[src/rtl/bht_predictor_if.sv]
// Fetch/execute-facing signal bundle of the branch history table predictor.
// The master side is the core (fetch and execute), the slave side is the predictor.
interface bht_predictor_if #(
    parameter int CTR_WIDTH = 2
);
    logic                 lookup_valid;
    logic [31:0]          lookup_pc;
    logic                 stall;
    logic                 flush;
    logic                 pred_valid;
    logic                 pred_taken;
    logic [CTR_WIDTH-1:0] pred_ctr;
    logic                 update_valid;
    logic [31:0]          update_pc;
    logic                 update_taken;

    modport master (
        output lookup_valid, lookup_pc, stall, flush,
        output update_valid, update_pc, update_taken,
        input  pred_valid, pred_taken, pred_ctr
    );

    modport slave (
        input  lookup_valid, lookup_pc, stall, flush,
        input  update_valid, update_pc, update_taken,
        output pred_valid, pred_taken, pred_ctr
    );
endinterface

[src/rtl/bht_predictor.sv]
// Direct-mapped, untagged table of saturating counters giving a registered
// taken/not-taken prediction one cycle after a fetch lookup.
module bht_predictor #(
    parameter int INDEX_BITS = 4,
    parameter int CTR_WIDTH  = 2,
    parameter int CTR_INIT   = 1
) (
    input logic          clk,
    input logic          reset,
    bht_predictor_if.slave bus
);
    localparam int DEPTH = 1 << INDEX_BITS;

    typedef logic [CTR_WIDTH-1:0]  ctr_t;
    typedef logic [INDEX_BITS-1:0] idx_t;

    localparam ctr_t CTR_RESET = ctr_t'(CTR_INIT);
    localparam ctr_t CTR_MAX   = '1;
    localparam ctr_t CTR_MIN   = '0;

    ctr_t ctr_table [DEPTH];

    idx_t lookup_idx;
    idx_t update_idx;
    ctr_t update_cur;
    ctr_t update_next;
    ctr_t lookup_ctr;
    logic unused_pc_bits;

    assign lookup_idx = bus.lookup_pc[INDEX_BITS+1:2];
    assign update_idx = bus.update_pc[INDEX_BITS+1:2];

    // Tags are not stored, so the low and high PC bits play no part.
    assign unused_pc_bits = ^{bus.lookup_pc[31:INDEX_BITS+2], bus.lookup_pc[1:0],
                              bus.update_pc[31:INDEX_BITS+2], bus.update_pc[1:0]};

    // NOTE: every variable assigned in always_comb gets a default first so no latch is inferred.
    always_comb begin
        update_cur  = ctr_table[update_idx];
        update_next = update_cur;
        if (bus.update_taken) begin
            if (update_cur != CTR_MAX) update_next = update_cur + ctr_t'(1);
        end else begin
            if (update_cur != CTR_MIN) update_next = update_cur - ctr_t'(1);
        end
    end

    // Write-first bypass: a same-index update this cycle is visible to the lookup.
    always_comb begin
        lookup_ctr = ctr_table[lookup_idx];
        if (bus.update_valid && (update_idx == lookup_idx)) lookup_ctr = update_next;
    end

    // NOTE: the counter array is a flop array that must come out of reset weakly
    // not-taken, so it is reset like any other state rather than left uninitialised.
    always_ff @(posedge clk or negedge reset) begin
        if (!reset) begin
            for (int i = 0; i < DEPTH; i++) ctr_table[i] <= CTR_RESET;
        end else if (bus.update_valid) begin
            ctr_table[update_idx] <= update_next;
        end
    end

    // NOTE: sequential state uses non-blocking assignments so all flops sample together.
    always_ff @(posedge clk or negedge reset) begin
        if (!reset) begin
            bus.pred_valid <= 1'b0;
            bus.pred_taken <= 1'b0;
            bus.pred_ctr   <= '0;
        end else if (bus.flush) begin
            bus.pred_valid <= 1'b0;
        end else if (!bus.stall) begin
            if (bus.lookup_valid) begin
                bus.pred_valid <= 1'b1;
                bus.pred_ctr   <= lookup_ctr;
                bus.pred_taken <= lookup_ctr[CTR_WIDTH-1];
            end else begin
                bus.pred_valid <= 1'b0;
            end
        end
    end
endmodule

[src/flat_wrapper.sv]
// flat-port wrapper written by rule: the top's interface ports become plain ports
module bht_predictor_flat 
#(
    parameter int INDEX_BITS = 4,
    parameter int CTR_WIDTH  = 2,
    parameter int CTR_INIT   = 1
)
  (clk, reset, bus_lookup_valid, bus_lookup_pc, bus_stall, bus_flush, bus_update_valid, bus_update_pc, bus_update_taken, bus_pred_valid, bus_pred_taken, bus_pred_ctr);
  bht_predictor_if #(.CTR_WIDTH(CTR_WIDTH)) bus_i ();
  input logic clk;
  input logic reset;
  input wire logic [$bits(bus_i.lookup_valid)-1:0] bus_lookup_valid;
  input wire logic [$bits(bus_i.lookup_pc)-1:0] bus_lookup_pc;
  input wire logic [$bits(bus_i.stall)-1:0] bus_stall;
  input wire logic [$bits(bus_i.flush)-1:0] bus_flush;
  input wire logic [$bits(bus_i.update_valid)-1:0] bus_update_valid;
  input wire logic [$bits(bus_i.update_pc)-1:0] bus_update_pc;
  input wire logic [$bits(bus_i.update_taken)-1:0] bus_update_taken;
  output wire logic [$bits(bus_i.pred_valid)-1:0] bus_pred_valid;
  output wire logic [$bits(bus_i.pred_taken)-1:0] bus_pred_taken;
  output wire logic [$bits(bus_i.pred_ctr)-1:0] bus_pred_ctr;
  assign bus_i.lookup_valid = bus_lookup_valid;
  assign bus_i.lookup_pc = bus_lookup_pc;
  assign bus_i.stall = bus_stall;
  assign bus_i.flush = bus_flush;
  assign bus_i.update_valid = bus_update_valid;
  assign bus_i.update_pc = bus_update_pc;
  assign bus_i.update_taken = bus_update_taken;
  assign bus_pred_valid = bus_i.pred_valid;
  assign bus_pred_taken = bus_i.pred_taken;
  assign bus_pred_ctr = bus_i.pred_ctr;
  bht_predictor #(.INDEX_BITS(INDEX_BITS), .CTR_WIDTH(CTR_WIDTH), .CTR_INIT(CTR_INIT)) u_core (.clk(clk), .reset(reset), .bus(bus_i));
endmodule
[config.mk]
export PLATFORM = sky130hd
export DESIGN_NAME = bht_predictor_flat
export DESIGN_NICKNAME = d
export VERILOG_FILES = /design/src/rtl/bht_predictor_if.sv /design/src/rtl/bht_predictor.sv /design/src/flat_wrapper.sv
export SDC_FILE = /design/constraint.sdc
export NUM_CORES = 1
export LEC_CHECK = 0
export CORE_MARGIN = 4
export CORE_UTILIZATION = 41
export DETAILED_ROUTE_END_ITERATION = 8
export GPL_TIMING_DRIVEN = 1
export PLACE_DENSITY = 0.77
export SLEW_MARGIN = 0
export SYNTH_ARGS = -nofsm -noshare
export SYNTH_HDL_FRONTEND = slang
export SYNTH_SLANG_ARGS = --single-unit
[constraint.sdc]
create_clock -name clk -period 2 [get_ports clk]
set_input_delay 0.4 -clock clk [delete_from_list [all_inputs] [get_ports clk]]
set_output_delay 0.4 -clock clk [all_outputs]
set_load 0.01 [all_outputs]
; ---- Word level (Yosys, flattened, before mapping)
; Index checks and enable logic that the tools add are counted.
; Widths: inputs -> output; s select.
[word_totals]
latchBits = 0
elab_cells = 51
mem_count = 0
input_bits = 71
output_inout_bits = 4
ram_bits = 0
rom_bits = 0
ff_bits = 36
[op_classes]
n_lt_le_gt_ge = 3
eq_ne = 3
div_mod_pow = 0
shift = 0
bitwise = 4
n_addsub = 2
mul = 0
mux = 16
reduce_logical = 4
[op_table]
columns = op, count
row1 = $bwmux 32, 1
row2 = $mux 2, 9
row3 = $bmux 2 s4, 2
row4 = $ge 5x5->1 const B, 2
row5 = $not 4->5, 2
row6 = $demux 2 s4, 1
row7 = $lt 5x1->1 const B, 1
row8 = $eq 4x4->1, 1
row9 = $mux 1, 3
row10 = $reduce_and 3->1, 1
row11 = $add 2x1->2 const B, 1
row12 = $logic_and 1x1->1, 2
row13 = $ne 2x1->1 const B, 1
row14 = $ne 2x2->1 const B, 1
row15 = $not 1->1, 2
row16 = $reduce_bool 2->1, 1
row17 = $sub 2x1->2 const B, 1

; ---- Longest topological paths before layout
; Gate-level depths: netlist (run 1).
[depth]
depth_word = 8
depth_mapped = 7
depth_no_buf = 5

; ---- Worst setup path before layout (run 1)
; No wires, ideal clock.
[synth_timing]
path_kind = input to register
from = input bus_update_pc[2]
to = register u_core.ctr_table[25] (netlist bit)
n_path_buf = 2
slack_ns = -0.155
arrival_time_ns = 2.030
stages = 7
setup_ns = 0.125
path_cell_list = buf_6 > mux4_2 > a22oi_2 > nand3_1 > maj3_2 > buf_6 > mux2_2
[synth_via]
elab_chain_cells = 8
[synth_lines]
columns = element, line_no
row1 = start: declaration, flat_wrapper.sv:17  ; input wire logic [$bits(bus_i.update_pc)-1:0] bus_update_pc;
row2 = $not 4->5 (implied by the code) *, "bht_predictor.sv:39, bht_predictor.sv:60"
row3 = $bmux 2 s4, bht_predictor.sv:39  ; update_cur = ctr_table[update_idx];
row4 = $mux 2 (implied by the code) (2 in a row), bht_predictor.sv:39
row5 = $sub 2x1->2 (tied with other cells), bht_predictor.sv:44  ; if (update_cur != CTR_MIN) update_next = update_cur - ctr_t'(1);
row6 = $mux 2 (on tied branches), "bht_predictor.sv:44, bht_predictor.sv:42"
row7 = $mux 2, bht_predictor.sv:41  ; if (bus.update_taken) begin
row8 = $bwmux 32 *, bht_predictor.sv:60  ; ctr_table[update_idx] <= update_next;
row9 = end signal: indexed assignment, bht_predictor.sv:60
row10 = end: declaration, bht_predictor.sv:21  ; ctr_t ctr_table [DEPTH];
; Mark *: on every way between the ends. The rest lies on a longest branch, timed or not. The select of a mux whose other input is x is not followed.
; A chain may end at the register's enable or synchronous reset.

; ---- Worst setup path after layout (run 1)
[layout_timing]
from = register u_core.ctr_table[25] (netlist bit)
to = register u_core.ctr_table[21] (netlist bit)
[layout_via]
elab_chain_cells = 7
[layout_lines]
columns = element, line_no
row1 = $bmux 2 s4 *, bht_predictor.sv:39
row2 = $mux 2 (implied by the code) * (2 in a row), bht_predictor.sv:39
row3 = $sub 2x1->2 (tied with other cells), bht_predictor.sv:44
row4 = $mux 2 (on tied branches), "bht_predictor.sv:44, bht_predictor.sv:42"
row5 = $mux 2 *, bht_predictor.sv:41
row6 = $bwmux 32 *, bht_predictor.sv:60
; Marks and branches as above.

==> metrics.txt, run 1 <==
status finished, violations left; failing checks setup timing; clock tree root buffer cell clkbuf_8; Critical R2R Capture u_core.ctr_table[21]$_DFFE_PN0P_; Required @ worst endpoint approximately 2.2 ns; CTS Buf Count 5; Top-Level Pins 75; Synth-to-Final Area Change 29.56%; first-pass GRT wire length between 7 and 8 mm; n_diodes 0; Worst Setup End Kind register; setup ws final -0.07254 ns; Post-synth top flop dfrtp_1; Leak approximately 1.2 nW; Vias between 1,000 and 1,500; final net count between 200 and 300; critical path arrival ~2.3 ns; Cells after Synth roughly 150; Clk Latency, worst-skew pair approximately 0.29 ns; fill cell total of the finished layout between 300 and 400; Slowest cell on crit path mux4_2; post-synth cell types 31; CTS Buffer Depth 2; skew final ~0.0086 ns; die area between 0.006 and 0.007 mm^2; core area between 0.004 and 0.005 mm^2; port buffer count 18; GP Congestion ~0.83; syn_nets approximately 230; RSZ-0062 raised after global routing yes; Worst-path clk slew around 0.07 ns; Startpoint Class register; fmax roughly 480 MHz; share of the clock period used by the worst path 1.036; WL per Instance between 15 and 20 um; Die Y approximately 80 um; worst reg2reg startpoint u_core.ctr_table[25]$_DFFE_PN0P_; Post-CTS Hold Buffers 0; largest net degree at the start of global routing 36; critical path class register to register; DR iter-0 viols 74; register bit total from synthesis 35; R2R cell count 5; vias in the first global route about 1,500; Synth Area per Inst 13.63 um^2; chip width ~80 um; post-route ant nets 0; yosys warns 0; reg-to-reg setup timing slack -0.07 ns; total number of H-tree levels 2; Non-Filler Instances 270; WL final 4.877 mm; relative slew slack 0.7141; CP cell instances mux4_2 -> a22oi_2 -> nand3_2 -> maj3_2 -> mux2_4; HP Class input port to async pin; worst path bufs/invs 0; worst-path maximum fanout 8; DPL Wire Length approximately 3.4 mm; final-report hold violation count 0; CTS tree yes; initial core utilization 0.4330; Final Critical Period ~2.1 ns; PnR Total Power ~2.6 mW; max-cap violations 0; clock sinks 35; peak supply drop roughly 0.48 mV; Largest delay share family, worst path multiplexers; # rows 25; GR Util All Layers 0.1652; Post-synth EDFFs 0; Final setup viols 33; layout cells sized above 1 0.5369; DRC 0; ys async rst share 1.000; worst-margin pin slew between 0.4 and 0.5 ns; initial antenna violation count 0; Max Slew Vio Count 0; synthesized cell area between 0.002 and 0.0025 mm^2; PwrDens around 960 mW/mm^2; Critical Path Max Stage Delay slightly below 0.5 ns; sequential area share after synthesis 0.4267; Overflow after GRT 0; detail-routed via count per cell about 5.5; Post-Place Worst Slack -0.7837 ns; first-pass iteration count of the detailed router 4; DP Cell Count about 260
-- worst max-delay path by stage --
stage,cells past startpoint,startpoint,to
floorplan,7,bus_update_pc[2],u_core.ctr_table[25]$_DFFE_PN0P_
global placement,7,bus_update_pc[2],u_core.ctr_table[3]$_DFFE_PN0P_
detailed placement,7,bus_update_pc[2],u_core.ctr_table[13]$_DFFE_PN0P_
CTS,5,u_core.ctr_table[25]$_DFFE_PN0P_,u_core.ctr_table[19]$_DFFE_PN0P_
global route,5,u_core.ctr_table[25]$_DFFE_PN0P_,u_core.ctr_table[21]$_DFFE_PN0P_
finish,5,u_core.ctr_table[25]$_DFFE_PN0P_,u_core.ctr_table[21]$_DFFE_PN0P_
-- worst register-to-register path: cells and delay by family, from the launching register on --
kind | cells | cell delay (ns)
adders and majority gates | 1 | 0.44
and+or+nand+nor | 1 | 0.15
muxes | 2 | 0.78
AOI/OAI and AO/OA | 1 | 0.18
DFF | 1 | 0.40
-- synth_stat cells, types with 3 or more instances --
cell      count  share of area
mux2_4        6          0.043
mux4_1        3          0.038
clkbuf_1      4         0.0071
xor2_1        3          0.013
mux4_2       13           0.14
mux2i_1       4          0.019
nand2b_1      4          0.012
nor2_1       10          0.018
nand3_1       4         0.0095
nand2_1      12          0.021
nor2b_1       3         0.0089
dfstp_2      16           0.20
mux2_2       28           0.15
dfrtp_1      19           0.23
buf_6         3          0.016
-- through the flow --
stage / hold slack [ns] / setup TNS, ns / instance area [um^2] / util
final: 0.5142 / -1.288 / 2720 / 0.5610
after global routing: 0.5611 / -2.883 / 2720 / 0.5610
after CTS: 0.5234 / -0.9762 / 2693 / 0.5554
after detailed placement: 0.5171 / -25.36 / 2505 / 0.5166
after global placement: 0.5076 / -24.98 / 2505 / 0.5166
after floorplan: 0.1044 / -2.089 / 2108 / -
-- report_power, final --
part | switching [mW] | internal, mW
combinational | 0.360 | 0.591
clock | 0.247 | 0.247
sequential | 0.161 | 1.02
total | 0.768 | 1.86
-- cell type report --
class,count,area [um^2],area share
repair buffers,49,455.4,0.1674
clock buffers,8,80.08,0.02944
multi-input cells,110,1201,0.4416
inverters,1,3.754,0.001380
flip-flops and latches,35,895.9,0.3293
well taps,67,83.83,0.03082
-- cell usage in the layout (no fill, tap or decap), drive strengths merged, types with 2 or more instances in the layout --
| cell | n |
|---|---|
| a31o | 2 |
| buf | 31 |
| clkbuf | 8 |
| clkdlybuf4s50 | 13 |
| dfrtp | 19 |
| dfstp | 16 |
| dlygate4sd2 | 2 |
| dlymetal6s2s | 2 |
| maj3 | 4 |
| mux2 | 34 |
| mux2i | 4 |
| mux4 | 16 |
| nand2 | 12 |
| nand2b | 4 |
| nand3 | 4 |
| nand3b | 2 |
| nor2 | 10 |
| nor2b | 3 |
| o31ai | 2 |
| or3 | 2 |
| xor2 | 3 |
-- flip-flops by register name, summed over array words and instances, names as in the netlist --
signal,count
u_core.bus.pred_valid,1
u_core.ctr_table,32
u_core.bus.pred_ctr,2
-- what timing repair did --
| action | CTS | global route |
|---|---|---|
| gates resized for setup | 15 | 8 |
| pin swaps | 6 | 4 |
| buffers inserted | 4 | 0 |
| setup endpoints to repair | 34 | 34 |
| gates cloned | 3 | 0 |
-- layer usage --
layer / vias to the layer above / track usage / share of wire
met1: 755 / 0.2181 / 0.44
met3: 7 / 0.02709 / 0.054
li1: 680 / - / -
met4: 0 / 0.06186 / 0.014
met2: 44 / 0.2721 / 0.49
met5: - / 0 / 0
-- logic make-up (layout without fill, tap and decap cells) --
logic type                 after synthesis  count (layout)  share of synthesized area
AOI/OAI and AO/OA                        6               6                    0.02383
xor gates and xnor gates                 4               4                    0.01669
and+or+nand+nor                         42              42                    0.09953
muxes                                   54              54                     0.3892
buffers and inverters                   11              58                    0.03337
adders and majority gates                2               4                    0.01073
DFF                                     35              35                     0.4267
Note: power is estimated with default switching activity, not from simulation.
==> run 2, diff against run 1 <==
--- a/config.mk
+++ b/config.mk
@@ -10,6 +10,7 @@
 export DETAILED_ROUTE_END_ITERATION = 8
 export GPL_TIMING_DRIVEN = 1
 export PLACE_DENSITY = 0.77
+export REMOVE_ABC_BUFFERS = 1
 export SLEW_MARGIN = 0
 export SYNTH_ARGS = -nofsm -noshare
 export SYNTH_HDL_FRONTEND = slang
==> run 2 against run 1 <==
The flow still finishes with violations (setup timing). Total power grew 6.9%. Die area is the same. Clock-buffer cell count is the same. Flip-flop and latch count is the same. Sequential power is essentially flat. Register-to-register slack lost 0.02 ns. Global-route usage grew 2.6 points. Maximum frequency shrank 0.87%. Via count grew 3.9%. Critical endpoint is now u_core.ctr_table[27]$_DFFE_PN0P_. Largest power group unchanged. Highest routed layer unchanged.
==> metrics.txt, run 2 (same netlist as run 1, synthesis figures left out) <==
GR Util All Layers 0.1908 (+0.02564); Final Critical Period 2.091 ns (+0.01825 ns); WL final 5.550 mm (+14%); Die Y 79.56 um (unchanged); first-pass GRT wire length 9.066 mm (+14%); Vias 1,544 (+3.9%); Overflow after GRT 0 (unchanged); max-cap violations 0 (unchanged); Slowest cell on crit path mux4_2; failing checks setup timing; Critical Path Max Stage Delay 0.49 ns (about the same); status finished, violations left; PwrDens 1005 mW/mm^2 (+4.1%); fill cell total of the finished layout 387 (-2.8%); Final setup viols 33 (unchanged); # rows 25 (unchanged); clock sinks 35 (unchanged); first-pass iteration count of the detailed router 4 (unchanged); share of the clock period used by the worst path 1.045 (+0.009126); reg-to-reg setup timing slack -0.09 ns (-0.02 ns); most frequent cells in the layout 25 x buf_4, 19 x dfrtp_1, 17 x mux2_4, 17 x mux2_2; top flop regs u_core.ctr_table: 32 flops, u_core.bus.pred_ctr: 2 flops, u_core.bus.pred_valid: 1 flops; CP endpoint u_core.ctr_table[27]$_DFFE_PN0P_; Critical R2R Capture u_core.ctr_table[27]$_DFFE_PN0P_; relative slew slack 0.7076 (-0.006504); n_diodes 0 (unchanged); Top-Level Pins 75 (unchanged); critical path class register to register; skew final 0.008226 ns (-0.0003953 ns); most common cell after layout, fill and taps aside buf_4; peak supply drop 0.3771 mV (-21%); core area 0.004848 mm^2 (unchanged); Max Slew Vio Count 0 (unchanged); R2R cell count 5 (unchanged); HP Class input port to async pin; CTS tree yes; worst reg2reg startpoint u_core.ctr_table[25]$_DFFE_PN0P_; chip width 79.56 um (unchanged); CTS Buf Count 5 (unchanged); max reg flops 32 (unchanged); worst-path maximum fanout 8 (unchanged); port buffer count 18 (unchanged); initial core utilization 0.4330 (unchanged); Post-CTS Hold Buffers 0 (unchanged); vias in the first global route 1,714 (+11%); total number of H-tree levels 2 (unchanged); setup ws final -0.09080 ns (-0.01825 ns); DR iter-0 viols 143 (+93%); largest net degree at the start of global routing 36 (unchanged); RSZ-0062 raised after global routing yes; Worst Setup End Kind register; final hold slack 0.5199 ns (+0.005709 ns); Required @ worst endpoint 2.17 ns (about the same); Clk Latency, worst-skew pair 0.29 ns (about the same); worst-margin pin slew 0.4385 ns (+0.009756 ns); initial antenna violation count 0 (unchanged); CP cell instances mux4_2 -> a22oi_2 -> nand3_4 -> maj3_4 -> mux2_4; DPL Wire Length 3.545 mm (+3.7%); CTS Buffer Depth 2 (unchanged); Synth-to-Final Area Change 32.96%; GP Congestion 0.8561 (+2.6%); CP startpoint u_core.ctr_table[25]$_DFFE_PN0P_; post-route ant nets 0 (unchanged); clock tree root buffer cell clkbuf_8; fmax 478.3 MHz (-0.87%); DRC 0 (unchanged); Startpoint Class register; final-report hold violation count 0 (unchanged); Finished Core Util 0.5757 (+0.01471); critical path arrival 2.26 ns (about the same); Top reg by flops u_core.ctr_table; Worst-path clk slew 0.07 ns (about the same); detail-routed via count per cell 5.697 (+3.5%); die area 0.006330 mm^2 (unchanged); Leak 1.191 nW (+0.81%); layout cells sized above 1 0.5637 (+0.02678); final net count 274 (+0.37%); WL per Instance 20.48 um (+13%)
## run 2: area by class of cell
| cell class | instances | area [um^2] | area share |
|---|---|---|---|
| flip-flops and latches | 35 | 895.9 | 0.3209 |
| clock buffers | 8 | 100.1 | 0.03586 |
| inverters | 1 | 3.754 | 0.001345 |
| well taps | 67 | 83.83 | 0.03003 |
| repair buffers | 49 | 480.5 | 0.1721 |
| multi-input cells | 111 | 1227 | 0.4397 |
## run 2: repair_timing
| item | 4_1_cts | 5_1_grt |
|---|---|---|
| endpoints found under the setup margin | 34 | 34 |
| pin swaps | 6 | 7 |
| gates resized for setup | 18 | 16 |
| endpoints found under the hold margin | 0 | 0 |
| buffers inserted | 1 | 1 |
| gates cloned | 5 | 1 |
## run 2: power breakdown
group | switching (mW) | leakage [nW] | internal [mW]
clock network | 0.247 | 0.0515 | 0.314
logic | 0.399 | 0.716 | 0.637
registers | 0.188 | 0.423 | 1.02
total | 0.833 | 1.19 | 1.97
## run 2: worst min-delay path by stage
stage | endpoint | start | slack (ns)
detailed placement | u_core.ctr_table[15]$_DFFE_PN0P_ | u_core.ctr_table[15]$_DFFE_PN0P_ | 0.52
global placement | u_core.ctr_table[13]$_DFFE_PN0P_ | u_core.ctr_table[13]$_DFFE_PN0P_ | 0.51
floorplan | u_core.bus.pred_ctr[0]$_DFFE_PN0P_ | reset | 0.10
CTS | u_core.ctr_table[11]$_DFFE_PN0P_ | reset | 0.53
global route | u_core.ctr_table[13]$_DFFE_PN0P_ | reset | 0.56
finish | u_core.ctr_table[11]$_DFFE_PN0P_ | reset | 0.52
## run 2: stage by stage
step	instances	total power [mW]	cell area [um^2]	setup slack, ns	TNS, ns
after floorplan	144	1.685	2033	0.06097	0
after global placement	255	2.025	2517	-0.7585	-25.09
after detailed placement	255	2.065	2517	-0.7751	-25.51
after CTS	269	2.722	2743	-0.06753	-1.160
after global routing	271	2.946	2791	-0.1316	-3.194
final	271	2.805	2791	-0.09080	-1.397
## run 2: worst max-delay path: cells and delay by family, from the launching register on
| kind | cells | cell delay, ns |
|---|---|---|
| adder cells (fa/ha/maj) | 1 | 0.43 |
| flip-flops | 1 | 0.39 |
| AO/OA/AOI/OAI | 1 | 0.22 |
| AND/OR/NAND/NOR | 1 | 0.15 |
| multiplexers | 2 | 0.78 |
## run 2: metal layers
layer  vias up  track usage  wire, um
li1        681            -         -
met2        72       0.3047      2687
met4         0      0.08419       140
met5         -            0         0
met3        16      0.03950       398
met1       775       0.2500      2324
